<file path="src/rtl/seg7_frame_decoder.sv">
// seg7_frame_decoder: watches a multiplexed seven-segment bus and recovers
// the displayed hex frame. Each digit must hold steady before it is decoded.
// Once every digit has been captured, the frame is published with a
// one-cycle frame_valid pulse.
module seg7_frame_decoder #(
    parameter int NUM_DIGITS    = 4,
    parameter int STABLE_CYCLES = 16
) (
    input  logic                    clk,
    input  logic                    rst_n,
    input  logic [7:0]              seg,
    input  logic [NUM_DIGITS-1:0]   an,
    output logic [4*NUM_DIGITS-1:0] value,
    output logic [NUM_DIGITS-1:0]   dp_out,
    output logic [NUM_DIGITS-1:0]   digit_err,
    output logic                    frame_err,
    output logic                    frame_valid
);

    localparam int CW = $clog2(STABLE_CYCLES) + 1;
    localparam logic [CW-1:0] CNT_MAX = CW'(STABLE_CYCLES - 1);

    typedef enum logic {
        WAIT_STABLE,
        HELD
    } state_t;

    state_t state, state_nxt;

    logic [7:0]              s_seg, p_seg;
    logic [NUM_DIGITS-1:0]   s_an, p_an;
    logic [CW-1:0]           cnt, cnt_nxt;
    logic                    an_onehot;
    logic                    cnt_clr;
    logic                    accept;
    logic [4:0]              dec;
    logic [NUM_DIGITS-1:0]   seen, seen_nxt;
    logic                    frame_done;
    logic [4*NUM_DIGITS-1:0] cap_val;
    logic [NUM_DIGITS-1:0]   cap_dp;
    logic [NUM_DIGITS-1:0]   cap_err;

    // Returns {err, nibble}. An unknown pattern decodes to nibble 0 with err set.
    function automatic logic [4:0] decode(input logic [6:0] p);
        logic [4:0] r;
        case (p)
            7'h3F:   r = 5'h00;
            7'h06:   r = 5'h01;
            7'h5B:   r = 5'h02;
            7'h4F:   r = 5'h03;
            7'h66:   r = 5'h04;
            7'h6D:   r = 5'h05;
            7'h7D:   r = 5'h06;
            7'h07:   r = 5'h07;
            7'h7F:   r = 5'h08;
            7'h6F:   r = 5'h09;
            7'h77:   r = 5'h0A;
            7'h7C:   r = 5'h0B;
            7'h39:   r = 5'h0C;
            7'h5E:   r = 5'h0D;
            7'h79:   r = 5'h0E;
            7'h71:   r = 5'h0F;
            default: r = 5'h10;
        endcase
        return r;
    endfunction

    // Input sample stage, previous-sample copy for change detection, and stability counter
    always_ff @(posedge clk) begin
        if (!rst_n) begin
            s_seg <= '0;
            s_an  <= '0;
            p_seg <= '0;
            p_an  <= '0;
            cnt   <= '0;
        end else begin
            s_seg <= seg;
            s_an  <= an;
            p_seg <= s_seg;
            p_an  <= s_an;
            cnt   <= cnt_nxt;
        end
    end

    // Stability counter next value: clear on change or a non-one-hot select, else saturate
    always_comb begin
        an_onehot = (s_an != '0) && ((s_an & (s_an - NUM_DIGITS'(1))) == '0);
        cnt_clr   = !an_onehot || ({s_seg, s_an} != {p_seg, p_an});
        cnt_nxt   = cnt;
        if (cnt_clr) begin
            cnt_nxt = '0;
        end else if (cnt != CNT_MAX) begin
            cnt_nxt = cnt + CW'(1);
        end
    end

    // FSM state register
    always_ff @(posedge clk) begin
        if (!rst_n) begin
            state <= WAIT_STABLE;
        end else begin
            state <= state_nxt;
        end
    end

    // FSM next state and accept strobe. The accept fires on the edge at which
    // the counter becomes CNT_MAX, so a digit steady from edge n is captured at edge n+STABLE_CYCLES.
    always_comb begin
        state_nxt = state;
        accept    = 1'b0;
        case (state)
            WAIT_STABLE: begin
                if (!cnt_clr && cnt_nxt == CNT_MAX) begin
                    accept    = 1'b1;
                    state_nxt = HELD;
                end
            end
            HELD: begin
                if (cnt_clr) begin
                    state_nxt = WAIT_STABLE;
                end
            end
            default: state_nxt = WAIT_STABLE;
        endcase
    end

    // Decode the current pattern. Compute the seen mask so that an accept
    // landing on the frame-publish edge counts toward the next frame.
    always_comb begin
        dec        = decode(s_seg[6:0]);
        frame_done = &seen;
        seen_nxt   = frame_done ? '0 : seen;
        if (accept) begin
            seen_nxt = seen_nxt | s_an;
        end
    end

    // Per-digit capture slots and frame publication
    always_ff @(posedge clk) begin
        if (!rst_n) begin
            seen        <= '0;
            cap_val     <= '0;
            cap_dp      <= '0;
            cap_err     <= '0;
            value       <= '0;
            dp_out      <= '0;
            digit_err   <= '0;
            frame_err   <= 1'b0;
            frame_valid <= 1'b0;
        end else begin
            seen        <= seen_nxt;
            frame_valid <= frame_done;
            for (int unsigned i = 0; i < NUM_DIGITS; i++) begin
                if (accept && s_an[i]) begin
                    cap_val[4*i +: 4] <= dec[3:0];
                    cap_dp[i]         <= s_seg[7];
                    cap_err[i]        <= dec[4];
                end
            end
            if (frame_done) begin
                value     <= cap_val;
                dp_out    <= cap_dp;
                digit_err <= cap_err;
                frame_err <= |cap_err;
            end
        end
    end

endmodule

</file>
<file path="config.mk">
export PLATFORM = sky130hd
export DESIGN_NAME = seg7_frame_decoder
export DESIGN_NICKNAME = d
export VERILOG_FILES = /design/src/rtl/seg7_frame_decoder.sv
export SDC_FILE = /design/constraint.sdc
export NUM_CORES = 1
export LEC_CHECK = 0
export CAP_MARGIN = 20
export CORE_MARGIN = 3
export CORE_UTILIZATION = 60
export CTS_CLUSTER_SIZE = 12
export DETAILED_ROUTE_END_ITERATION = 7
export MAX_ROUTING_LAYER = met4
export PLACE_DENSITY_LB_ADDON = 0.08
export SYNTH_ARGS = -nofsm -noshare
export SYNTH_HDL_FRONTEND = slang
export SYNTH_SLANG_ARGS = --single-unit
</file>
<file path="constraint.sdc">
create_clock -name clk -period 3.85 [get_ports clk]
set_input_delay 0.5775 -clock clk [delete_from_list [all_inputs] [get_ports clk]]
set_output_delay 0.5775 -clock clk [all_outputs]
set_load 0.01 [all_outputs]
</file>
==> metrics <==
Peak Freq=0.390 GHz; Routability Congestion=just over 0.8; critical path type=reg -> reg; Slowest-stage cell, CP=nor2b_1; H-tree depth=3; Cells after Synth=377; Max IR drop VDD=0.248 mV; first-pass GRT wire length=11400 um; yosys warns=0; worst path bufs/invs=0; n_diodes=0; Core Area=5610 um^2; # resized after CTS=0; Starting Density=62.9%; Critical Path Fanout Max=15; Fillers=~450; Routed WL=about 6900 um; min Tclk post-route=2570 ps; RSZ-0062 raised after global routing=no; vias per cell=5.51; drt first pass iters=4; Rel. slew slack=roughly 38%; Finished Layout Cells=482; number of routed nets with antenna violations=0; pwr/cell area=~400 nW/um^2; worst min path class=reg -> reg; Top FF cell, synth=dfxtp_1; io pins=40; vias in the first global route=between 2000 and 2500; reg2reg start=s_seg[1]; DR WL/cell=between 10 and 15 um; multi-input logic area=between 1500 and 2000 um^2; Tcrit/Tclk final=between 60% and 70%; CP max stage delay=720 ps; Post-Syn Nets=between 300 and 400; final hold vios=0; Avg Inst Size Synth=9.36 um^2; Total Routing Usage GR=between 20 and 25%; DIE WIDTH=82.7 um; clk_skew=7.96 ps; num rows=27; HP Start=cnt[4]; vias=2655; initial antenna violation count=0; synthesized cell area=around 3500 um^2; Worst Setup End Kind=flop; Post-synth EDFFs=0; Seq/Total Area, Yosys=47.7%; clock-pin slew on the worst setup and hold paths=90 ps; Cell Chain, Critical Path=xor2_1, nor4_4, nor2b_1, nand4_1, nor2_1; Fin Setup TNS=0 ps; initial DRC count=about 140; post-synthesis register bit count=84; Core Util, Final=73.2%; Port Buffers=39; Layout area overhead=16.4%; Setup-failing EPs final=0; CP top delay family=simple AND/OR/NAND/NOR gates; Slew Limit Fails=0; Nets=420; Post-synth ARST share=0%; outcome=completed; Die ar.=around 6800 um^2; Residual DRC=0; Netlist cell types=46; gr ovfl total=0; max cap viols=0; Power Total=about 1.6 mW; CP required=4130 ps; share of cells above drive strength 1=under 10%; critical path arrival=2850 ps; TritonCTS clock tree=built; Least-Margin Pin Slew=923 ps; sequential cell area=roughly 1700 um^2; postcts setup bufs=0; Inst Count DP=466; Die Y=slightly above 80 um; Sink Count=84; hold buffers post-CTS=0; dpl hpwl=4880 um; Critical Path Start=s_seg[1]; P_leak=roughly 1.6 nW; Critical Path Start Type=flop; Worst-Skew Late Latency=350 ps; pin count of the biggest net entering global routing=45; Max Buffers Root-to-Sink=2; clock buffer count from CTS=9; Root Driver=clkbuf_8
-- placed cells by master (no fill, tap or decap), types with 4 or more instances in the layout --
cell,n
a21boi_0,25
a21boi_1,4
a21oi_1,10
and2_1,24
clkbuf_8,9
clkdlybuf4s50_1,38
dfxtp_1,84
mux2i_1,25
nand2_1,85
nand3_1,7
nand4_1,8
nand4_4,4
nor2_1,13
nor3b_1,7
o21ai_0,5
xnor2_1,8
xor2_1,5
-- cell families after synthesis --
logic type	Yosys count	share of synthesized area (%)
compound gates	52	10.1
simple gates	174	27.5
flops	84	47.7
fa+ha+maj	1	0.355
mux	27	7.73
xor+xnor	13	3.23
buf+inv	26	3.41
-- worst reg2reg max path: stages, from the launching register on --
cell and delay [ps]:
dfxtp_1 620, xor2_1 180, nor4_4 370, nor2b_1 720, nand4_1 400, nor2_1 210
-- state kept, by name, indices dropped and copies added, names as in the netlist, 4 cells and up --
register / cells
value: 16
s_an: 4
cap_dp: 4
digit_err: 4
cap_err: 4
p_seg: 8
cnt: 5
cap_val: 16
p_an: 4
dp_out: 4
seen: 4
s_seg: 8
-- per-stage QoR --
| stage | instance area, um^2 | hold slack [ps] | setup slack (ps) |
|---|---|---|---|
| 6_report | 4100 | 457 | 1280 |
| 5_1_grt | 4100 | 476 | 1040 |
| 4_1_cts | 4100 | 456 | 1320 |
| 3_5_place_dp | 3910 | 443 | 1330 |
| 3_3_place_gp | 3910 | 446 | 1460 |
| 2_1_floorplan | 3530 | 420 | 1800 |
-- Yosys cell counts (4+ instances only) --
library cell / n / area [um^2]
nand2_1: 85 / 319
dfxtp_1: 84 / 1680
a21boi_0: 25 / 188
mux2i_1: 25 / 250
and2_1: 24 / 150
clkbuf_1: 17 / 63.8
nor2_1: 13 / 48.8
a21oi_1: 10 / 50.1
nand4_1: 8 / 50.1
xnor2_1: 8 / 70.1
nand3_1: 7 / 35.0
nor3b_1: 7 / 52.6
o21ai_0: 5 / 25.0
xor2_1: 5 / 43.8
a21boi_1: 4 / 30.0
nand4_4: 4 / 85.1
-- area by class of cell --
cell class | count | area share [%]
clock inverters | 6 | 1.74
multi-input cells | 267 | 42.0
flip-flops and latches | 84 | 41.0
well taps | 72 | 2.20
inverters | 2 | 0.183
clock buffers | 10 | 3.11
repair buffers | 41 | 9.76
-- path summary, 6_finish.rpt --
check	endpoint	slack, ps	depth (start not counted)
max	state	1280	5
min	cnt[4]	460	2
min reg2reg	cnt[4]	460	2
max reg2reg	state	1280	5
-- where the power goes --
| group | internal (mW) | leakage [nW] | total, mW | switching [mW] |
|---|---|---|---|---|
| Clock | 0.306 | 0.0935 | 0.634 | 0.328 |
| Sequential | 0.880 | 0.682 | 0.901 | 0.0215 |
| Combinational | 0.0424 | 0.799 | 0.0852 | 0.0428 |
| Total | 1.23 | 1.57 | 1.62 | 0.393 |
-- metal layers --
| layer | part of all wire [%] | global-route usage (%) | vias to the layer above |
|---|---|---|---|
| met1 | 47 | 28.5 | 1238 |
| met4 | 1.4 | 9.97 | 0 |
| met2 | 48 | 35.8 | 69 |
| met5 | 0 | - | - |
| li1 | - | - | 1335 |
| met3 | 3.7 | 3.69 | 13 |
(Power assumes the default switching activity.)
